[config.mk]
export PLATFORM = sky130hd
export DESIGN_NAME = div_seq
export DESIGN_NICKNAME = d
export VERILOG_FILES = /design/src/rtl/div_seq.sv
export SDC_FILE = /design/constraint.sdc
export NUM_CORES = 1
export LEC_CHECK = 0
export ABC_AREA = 1
export BUFFER_PORTS_ARGS = -buffer_cell sky130_fd_sc_hd__buf_4
export CAP_MARGIN = 30
export CORE_UTILIZATION = 53
export CTS_BUF_LIST = sky130_fd_sc_hd__clkbuf_16
export CTS_CLUSTER_SIZE = 30
export DETAILED_ROUTE_END_ITERATION = 8
export PLACE_DENSITY_LB_ADDON = 0.08
export SYNTH_ARGS = -nofsm -noshare
export SYNTH_HDL_FRONTEND = slang
export SYNTH_SLANG_ARGS = --single-unit
[constraint.sdc]
create_clock -name clk -period 1.86 [get_ports clk]
set_input_delay 0.093 -clock clk [delete_from_list [all_inputs] [get_ports clk]]
set_output_delay 0.093 -clock clk [all_outputs]
set_load 0.005 [all_outputs]
[src/rtl/div_seq.sv]
// div_seq: sequential unsigned restoring divider with a shared operand bus.
//
// A division is requested by holding start high in IDLE. The block then asks
// for the dividend (ld_a) and the divisor (ld_b) on data_in, one cycle each,
// runs W shift-subtract steps in CALC and presents the registered result in
// DONE. DONE is held while start stays high, so a level-held start cannot
// trigger a second division.
//
// Handshake: ld_a / ld_b are Moore strobes. While one is high, data_in must
// carry the matching operand, and the operand is captured on the next rising
// edge. data_in is ignored in every other cycle. done is high for every cycle
// spent in DONE; quotient, remainder and div_zero are valid from the first
// done cycle and hold until the next result or reset.
//
// Build option: define DIV_ZERO_CHECK_EN to short-circuit a zero divisor from
// LOAD_B straight to DONE with div_zero=1. Without it a zero divisor runs the
// full CALC sequence and div_zero is tied low.
module div_seq #(
   parameter int W = 16
) (
   input  logic         clk,
   input  logic         rst,
   input  logic         start,
   input  logic [W-1:0] data_in,
   output logic         ld_a,
   output logic         ld_b,
   output logic         busy,
   output logic         done,
   output logic [W-1:0] quotient,
   output logic [W-1:0] remainder,
   output logic         div_zero
);

   localparam int CW = $clog2(W + 1);

   typedef enum logic [2:0] {
      S_IDLE   = 3'd0,
      S_LOAD_A = 3'd1,
      S_LOAD_B = 3'd2,
      S_CALC   = 3'd3,
      S_DONE   = 3'd4
   } state_t;

   state_t state_q, state_d;

   // Dividend shift register; quotient bits enter at the LSB as dividend
   // bits leave at the MSB, so after W steps it holds the quotient.
   logic [W-1:0]  dvd_q, dvd_d;
   logic [W-1:0]  dvs_q, dvs_d;
   // Partial remainder, one bit wider than the operands.
   logic [W:0]    rem_q, rem_d;
   logic [CW-1:0] cnt_q, cnt_d;

   // Result registers, written only on entry to DONE.
   logic [W-1:0]  quo_q, quo_d;
   logic [W-1:0]  rmd_q, rmd_d;

`ifdef DIV_ZERO_CHECK_EN
   logic          dz_q, dz_d;
   logic          dvs_in_zero;
`endif

   // One restoring step, derived from the current partial remainder.
   logic [W+1:0]  trial;
   logic          step_ge;
   logic [W:0]    step_rem;
   logic [W-1:0]  step_quo;
   logic          last_step;

`ifdef DIV_ZERO_CHECK_EN
   // Zero divisor detection on the bus during LOAD_B.
   assign dvs_in_zero = (data_in == '0);
`endif

   // Restoring shift-subtract step and end-of-count detection.
   always_comb begin
      // Shift the next dividend bit into the remainder, then try the subtract.
      // The extra top bit of trial is the borrow/sign of the subtraction.
      trial     = {rem_q, dvd_q[W-1]} - {2'b00, dvs_q};
      step_ge   = ~trial[W+1];
      step_rem  = step_ge ? trial[W:0] : {rem_q[W-1:0], dvd_q[W-1]};
      step_quo  = {dvd_q[W-2:0], step_ge};
      last_step = (cnt_q == CW'(1));
   end

   // State register.
   always_ff @(posedge clk) begin
      if (rst) begin
         state_q <= S_IDLE;
      end else begin
         state_q <= state_d;
      end
   end

   // Next-state logic.
   always_comb begin
      state_d = state_q;
      case (state_q)
         S_IDLE: begin
            if (start) begin
               state_d = S_LOAD_A;
            end
         end
         S_LOAD_A: begin
            state_d = S_LOAD_B;
         end
         S_LOAD_B: begin
`ifdef DIV_ZERO_CHECK_EN
            state_d = dvs_in_zero ? S_DONE : S_CALC;
`else
            state_d = S_CALC;
`endif
         end
         S_CALC: begin
            if (last_step) begin
               state_d = S_DONE;
            end
         end
         S_DONE: begin
            // Leave only once start has been seen low.
            if (!start) begin
               state_d = S_IDLE;
            end
         end
         default: begin
            state_d = S_IDLE;
         end
      endcase
   end

   // Moore output decode.
   always_comb begin
      ld_a = 1'b0;
      ld_b = 1'b0;
      busy = 1'b0;
      done = 1'b0;
      case (state_q)
         S_LOAD_A: begin
            ld_a = 1'b1;
            busy = 1'b1;
         end
         S_LOAD_B: begin
            ld_b = 1'b1;
            busy = 1'b1;
         end
         S_CALC: begin
            busy = 1'b1;
         end
         S_DONE: begin
            done = 1'b1;
         end
         default: begin
         end
      endcase
   end

   // Datapath next-state: operand capture, stepping and result load.
   always_comb begin
      dvd_d = dvd_q;
      dvs_d = dvs_q;
      rem_d = rem_q;
      cnt_d = cnt_q;
      quo_d = quo_q;
      rmd_d = rmd_q;
`ifdef DIV_ZERO_CHECK_EN
      dz_d  = dz_q;
`endif
      case (state_q)
         S_LOAD_A: begin
            dvd_d = data_in;
         end
         S_LOAD_B: begin
            dvs_d = data_in;
            rem_d = '0;
            cnt_d = CW'(W);
`ifdef DIV_ZERO_CHECK_EN
            // Zero divisor: publish the defined result directly.
            if (dvs_in_zero) begin
               quo_d = '1;
               rmd_d = dvd_q;
               dz_d  = 1'b1;
            end
`endif
         end
         S_CALC: begin
            dvd_d = step_quo;
            rem_d = step_rem;
            cnt_d = cnt_q - CW'(1);
            // Final step lands straight in the result registers.
            if (last_step) begin
               quo_d = step_quo;
               rmd_d = step_rem[W-1:0];
`ifdef DIV_ZERO_CHECK_EN
               dz_d  = 1'b0;
`endif
            end
         end
         default: begin
         end
      endcase
   end

   // Datapath and result registers; reset clears everything.
   always_ff @(posedge clk) begin
      if (rst) begin
         dvd_q <= '0;
         dvs_q <= '0;
         rem_q <= '0;
         cnt_q <= '0;
         quo_q <= '0;
         rmd_q <= '0;
`ifdef DIV_ZERO_CHECK_EN
         dz_q  <= 1'b0;
`endif
      end else begin
         dvd_q <= dvd_d;
         dvs_q <= dvs_d;
         rem_q <= rem_d;
         cnt_q <= cnt_d;
         quo_q <= quo_d;
         rmd_q <= rmd_d;
`ifdef DIV_ZERO_CHECK_EN
         dz_q  <= dz_d;
`endif
      end
   end

   assign quotient  = quo_q;
   assign remainder = rmd_q;
`ifdef DIV_ZERO_CHECK_EN
   assign div_zero  = dz_q;
`else
   assign div_zero  = 1'b0;
`endif

endmodule

==> impl_metrics.py, run 1 <==
metrics = {
    "drt": {
        "drtAntennaViolNets": 0,
        "first_pass_iters": 6,
        "num_vias": 5332,
        "wl_um": 15610,
        "via_per_inst": 5.458,
        "routedWlPerCell_um": 15.98,
        "drt_iter0_drc": 266,
        "drc_errors": 0,
    },
    "placement": {
        "dp.final_hpwl_um": 10310,
        "placed_area_um2": 6028,
        "dp_slack_ns": -0.2851,
        "routabilityCongestion": 0.9041,
        "dp_cells": 941,
        "port_buffers": 54,
    },
    "run": {
        "cap_violations": 0,
    },
    "finish": {
        "regArea_um2": 1821,
        "multi_input_area_um2": 3049,
        "nNetsFinal": 902,
        "stdcell_count": 977,
        "nFillCells": 594,
        "antenna_cells": 0,
        "stdcell_area_um2": 7000,
        "post-route-util": 0.7988,
        "syn_to_final_growth_pct": 45.25,
        "drive_above_1_share": 0.3786,
    },
    "logic_synthesis": {
        "syn_nets": 765,
        "synthesis.instances": 727,
        "synth-seq-cells": 89,
        "async_flop_share": 0,
        "synth_top_area_share": 0.3697,
        "yosysMostFrequentCell": "nand2_1",
        "synth-seq-area-share": 0.3697,
        "synth.avg_cell_area_um2": 6.629,
        "yosys_warnings": 0,
        "ys_top_cells_by_area": "dfxtp_1 (37%), nand2_1 (17%), inv_1 (8.3%), a21oi_1 (6.0%), nand3_1 (5.4%)",
        "synthTopCellsByCount": "nand2_1 (213), inv_1 (107), dfxtp_1 (89)",
        "syn_area_um2": 4820,
        "synth_edf_count": 0,
        "synthDistinctLibCells": 39,
        "ys.flop_type": "dfxtp_1",
        "yosys.area.top_type": "dfxtp_1",
    },
    "cts": {
        "cts_root_buffer": "clkbuf_16",
        "hold_buffers": 0,
        "ctsLongestPathBuffers": 2,
        "cts-htree-levels": 3,
        "cts_tree": "built",
        "clock-sinks": 89,
        "cts_made_buffers": 9,
        "clock_latency_ns": 0.35,
        "cts.clk_slew.worst_paths_ns": 0.07,
    },
    "global_routing": {
        "grt_max_degree": 57,
        "antenna_found_initial": 0,
        "grt_first_pass_wirelength_um": 23600,
        "grt_use_total": 0.3102,
        "grt_pass1_vias": 4982,
        "grt-ovfl-total": 0,
    },
    "floorplanning": {
        "core_area_um2": 8763,
        "die_area_um2": 9479,
        "die_w_um": 97.36,
        "start_util": 0.5500,
        "die_h_um": 97.36,
        "pin_count": 56,
        "fp-row-count": 34,
    },
    "worst_setup_path": {
        "worst-path-buf-inv": 3,
        "reg2reg_depth": 16,
        "worst_path_max_delay_cell": "dfxtp_4",
        "worstSetupStartpointType": "flop",
        "timing.rr.start": "rem_q[5]",
        "slowest_delay_ns": 0.37,
        "cp_cell_sequence": "ha_4 -> nand2_2 -> nand2_2 -> nand2_1 -> nand2_2 -> inv_2 -> nand3_4 -> nand2_4 -> nand2_4 -> nand2_8 -> buf_12 -> nand3_1 -> nand2_1 -> nand2_1 -> nand2_1 -> inv_1",
        "crit_type": "reg2reg",
        "arrival_ns": 2.31,
        "required_ns": 2.11,
        "cp_max_fo": 7,
        "r2r-end": "remainder[4]",
        "cp_top_family": "simple AND/OR/NAND/NOR gates",
        "r2r_slack_ns": -0.21,
        "cpMostUsedCell": "nand2_1",
        "cp-end-kind": "flop",
    },
    "hold_path": {
        "holdCritStartpoint": "data_in[8]",
        "hold_end": "dvd_q[8]",
        "hold_depth": 3,
        "hp-class": "in2reg",
    },
    "pwr": {
        "combPwrFrac": 0.467,
        "p_switching_mw": 3.020,
        "p_seq_frac": 0.269,
        "p_clk_frac": 0.264,
        "cellLeakagePower_nw": 3.281,
        "switching_share": 0.3894,
        "intPower_mw": 4.735,
        "ir_worst_vdd_mv": 0.7405,
        "power_density_nw_per_um2": 1108,
        "finalPower_mw": 7.755,
    },
    "timing": {
        "whs_ns": 0.01082,
        "finalHoldViolations": 0,
        "fin_tns_setup_ns": -4.372,
        "fin_crit_sh": 1.111,
        "drv_slew": 0,
        "rsz0062_at_grt": "yes",
        "worst_pin_slew_ns": 0.6821,
        "finClkSkew_ns": 0.008004,
        "finalSetupViolCount": 35,
        "fin_crit_ns": 2.066,
        "fin_ws_ns": -0.2055,
        "fmax_mhz": 484.1,
        "slew_headroom": 0.5441,
    },
    "outcome": {
        "outcome": "finished, violations left",
        "violations": "negative setup slack",
    },
}
## repair_timing
action                     CTS  global route
setup endpoints to repair   36            36
resized for setup           67            89
cloned                       2             0
buffers inserted             6            12
pin swaps                   24            30
## worst max-delay path by stage
stage	depth (start not counted)	to	startpoint
3_5_place_dp	12	rem_q[7]	rem_q[11]
5_1_grt	13	rem_q[9]	dvs_q[1]
4_1_cts	12	rem_q[7]	dvs_q[15]
2_1_floorplan	15	remainder[5]	dvs_q[13]
3_3_place_gp	11	rem_q[7]	dvs_q[15]
6_report	16	remainder[4]	rem_q[5]
## worst min-delay path: cells and delay by family
family          cells  cell delay [ns]
buf+inv             1             0.10
simple gates        1             0.07
compound gates      1             0.05
## flip-flops by register name (all words and copies together), names as in the netlist
register / cells
rem_q: 17
dvd_q: 16
dvs_q: 16
quotient: 16
remainder: 16
cnt_q: 5
state_q: 3
## per-layer routing
metal  global-route usage  share of wire
met5                    0              0
met4               0.1335          0.051
met3              0.04964          0.046
met2               0.5573           0.51
met1               0.3626           0.39
## power by group through the flow
stage / Combinational, mW / Sequential, mW / Clock (mW)
2_1_floorplan: 1.83 / 2.09 / 0
3_5_place_dp: 2.71 / 2.11 / 0
4_1_cts: 3.05 / 2.08 / 2.05
5_1_grt: 3.91 / 2.09 / 2.13
6_report: 3.62 / 2.08 / 2.05
3_3_place_gp: 2.67 / 2.11 / 0
## final cells by class
class / instances / share of cell area
Sequential cell: 89 / 0.2601
Clock inverter: 7 / 0.01448
Inverter: 110 / 0.06005
Tap cell: 108 / 0.01930
Timing Repair Buffer: 155 / 0.1784
Multi-Input combinational cell: 499 / 0.4356
Clock buffer: 9 / 0.03217
## cell families after synthesis
| family | after synthesis | synth area share |
|---|---|---|
| xor+xnor | 9 | 0.01636 |
| other cells | 1 | 0.0007781 |
| compound gates | 110 | 0.1306 |
| flops | 89 | 0.3697 |
| simple gates | 359 | 0.3144 |
| fa+ha+maj | 19 | 0.05088 |
| buf+inv | 140 | 0.1173 |
## placed cells by master (no fill, tap or decap), types with 6 or more instances in the layout
cell type and instances:
clkbuf_16 9, nand3_1 38, nand2_1 173, o21ai_0 20, a211oi_1 8, inv_2 23
a21oi_2 7, nand2_4 13, a21oi_1 48, nand3_2 11, buf_4 147, dfxtp_2 22
nand2_2 38, a31oi_1 10, ha_4 14, xnor2_1 6, dfxtp_1 64, inv_1 85
nor2_1 64
No activity file was read; power rests on OpenSTA's default activity.
==> run 2: changes to the inputs <==
CORE_UTILIZATION = 55   (was 53)
clock period = 2.7 ns   (was 1.86 ns; I/O delays follow)
==> impl_metrics.py, run 2 (same netlist as run 1, synthesis figures left out) <==
metrics = {
    "outcome": {
        "outcome": "completed",
    },
    "floorplanning": {
        "die_area_um2": 9141,
        "die_w_um": 95.61,
        "die_h_um": 95.61,
        "start_util": 0.5779,
        "pin_count": 56,
        "fp-row-count": 33,
        "core_area_um2": 8341,
    },
    "timing": {
        "rsz0062_at_grt": "no",
        "fin_crit_ns": 2.416,
        "finalSetupViolCount": 0,
        "fin_crit_sh": 0.8948,
        "fin_tns_setup_ns": 0,
        "drv_slew": 0,
        "finClkSkew_ns": 0.01053,
        "worst_pin_slew_ns": 0.7788,
        "finalHoldViolations": 0,
        "fmax_mhz": 413.9,
        "slew_headroom": 0.4795,
    },
    "pwr": {
        "combPwrFrac": 0.354,
        "power_density_nw_per_um2": 773.0,
        "p_seq_frac": 0.328,
        "switching_share": 0.3776,
        "finalPower_mw": 4.335,
        "ir_worst_vdd_mv": 0.4424,
        "cellLeakagePower_nw": 2.639,
        "p_clk_frac": 0.318,
        "intPower_mw": 2.698,
        "p_switching_mw": 1.637,
    },
    "cts": {
        "cts_made_buffers": 9,
        "cts_tree": "built",
        "ctsLongestPathBuffers": 2,
        "clock-sinks": 89,
        "post_cts_buffers": 0,
        "clock_latency_ns": 0.34,
        "ctsResizeCount": 0,
        "cts-htree-levels": 3,
        "hold_buffers": 0,
        "cts_root_buffer": "clkbuf_16",
        "cts.clk_slew.worst_paths_ns": 0.07,
    },
    "drt": {
        "num_vias": 4600,
        "drtAntennaViolNets": 0,
        "via_per_inst": 5.239,
        "wl_um": 12690,
        "wl_met2_um": 6318,
        "first_pass_iters": 5,
        "drc_errors": 0,
        "route.met3.wl_um": 519,
        "met1Wirelength_um": 5411,
        "drt_iter0_drc": 232,
        "highest_layer": "met4",
        "routedWlPerCell_um": 14.46,
    },
    "finish": {
        "nFillCells": 779,
        "final_cell_mix": "nand2_1 (213), inv_1 (108), dfxtp_1 (89), nor2_1 (68)",
        "largest_reg_flops": 17,
        "syn_to_final_growth_pct": 16.36,
        "drive_above_1_share": 0.1255,
        "largest-register": "rem_q",
        "nNetsFinal": 806,
        "final_common_cell": "nand2_1",
        "antenna_cells": 0,
    },
    "worst_setup_path": {
        "crit_end": "remainder[7]",
        "cp_max_fo": 16,
        "required_ns": 2.95,
        "r2r-end": "remainder[7]",
        "startpoint": "dvs_q[12]",
        "crit_type": "reg2reg",
        "timing.rr.start": "dvs_q[12]",
        "arrival_ns": 2.66,
        "worstSetupStartpointType": "flop",
        "r2r_slack_ns": 0.28,
        "cp-end-kind": "flop",
        "reg2reg_depth": 14,
    },
    "placement": {
        "dp.final_hpwl_um": 9653,
        "port_buffers": 54,
        "routabilityCongestion": 0.9234,
    },
    "run": {
        "cap_violations": 0,
    },
    "global_routing": {
        "antenna_found_initial": 0,
        "grt-ovfl-total": 0,
        "grt_use_total": 0.2981,
        "grt_pass1_vias": 4308,
        "grt_first_pass_wirelength_um": 20260,
        "grt_max_degree": 38,
    },
    "hold_path": {
        "hp-class": "in2reg",
    },
}
[run 2: cell types whose count changed in the layout (fill, tap and decap cells not counted), moves of 20 or more]
| cell | delta |
|---|---|
| nand2_1 | +40 |
| buf_4 | -89 |
| inv_1 | +23 |
| dfxtp_2 | -22 |
| inv_2 | -20 |
| nand2_2 | -28 |
| dfxtp_1 | +25 |
[run 2: stage by stage]
step	instance area (um2)	utilization	instances	setup WS, ns	hold slack (ns)
finish	5608	0.6724	878	0.2840	0.06140
global route	5608	0.6724	878	0.08301	0.07283
CTS	5608	0.6724	878	0.3105	0.05440
detailed placement	5281	0.6332	862	0.3078	0.4060
global placement	5281	0.6332	862	0.3448	0.3933
floorplan	4820	-	727	0.7728	0.2757
[run 2: power by group through the flow]
stage	Clock (mW)	Sequential, mW	Combinational [mW]
after floorplan	0	1.44	1.21
after global placement	0	1.45	1.50
after detailed placement	0	1.45	1.51
after CTS	1.39	1.42	1.52
after global routing	1.44	1.43	1.72
final	1.38	1.42	1.53
[run 2: how the worst min path moves through the flow]
stage	startpoint	end	slack [ns]	cells after the start
floorplan	data_in[8]	dvd_q[8]	0.28	2
finish	data_in[0]	dvs_q[0]	0.06	3
CTS	data_in[0]	dvs_q[0]	0.05	3
global route	start	state_q[2]	0.07	3
global placement	data_in[8]	dvd_q[8]	0.39	3
detailed placement	data_in[0]	dvs_q[0]	0.41	3
[run 2: final cells by class]
class	count	area (um2)	area share
Sequential cell	89	1782	0.3177
Clock inverter	7	101.3	0.01807
Tap cell	105	131.4	0.02343
Clock buffer	9	225.2	0.04016
Inverter	110	412.9	0.07363
Timing Repair Buffer	60	475.5	0.08478
Multi-Input combinational cell	498	2480	0.4422
[run 2: layer usage]
layer / up-vias / global-route usage
met1: 2069 / 0.3433
met5: - / 0
li1: 2373 / -
met4: 0 / 0.1331
met2: 127 / 0.5339
met3: 31 / 0.05423
[run 2: worst max-delay path, stage by stage (launching register included)]
cell,delay (ns)
dfxtp_1,0.31
inv_1,0.07
ha_1,0.37
nand2_1,0.20
inv_1,0.06
nand2_1,0.06
nand3_1,0.17
a21oi_4,0.27
nand3_4,0.21
nand2_4,0.27
nand2_1,0.10
nand2_1,0.10
nand2_1,0.06
nand2_1,0.05
inv_1,0.03
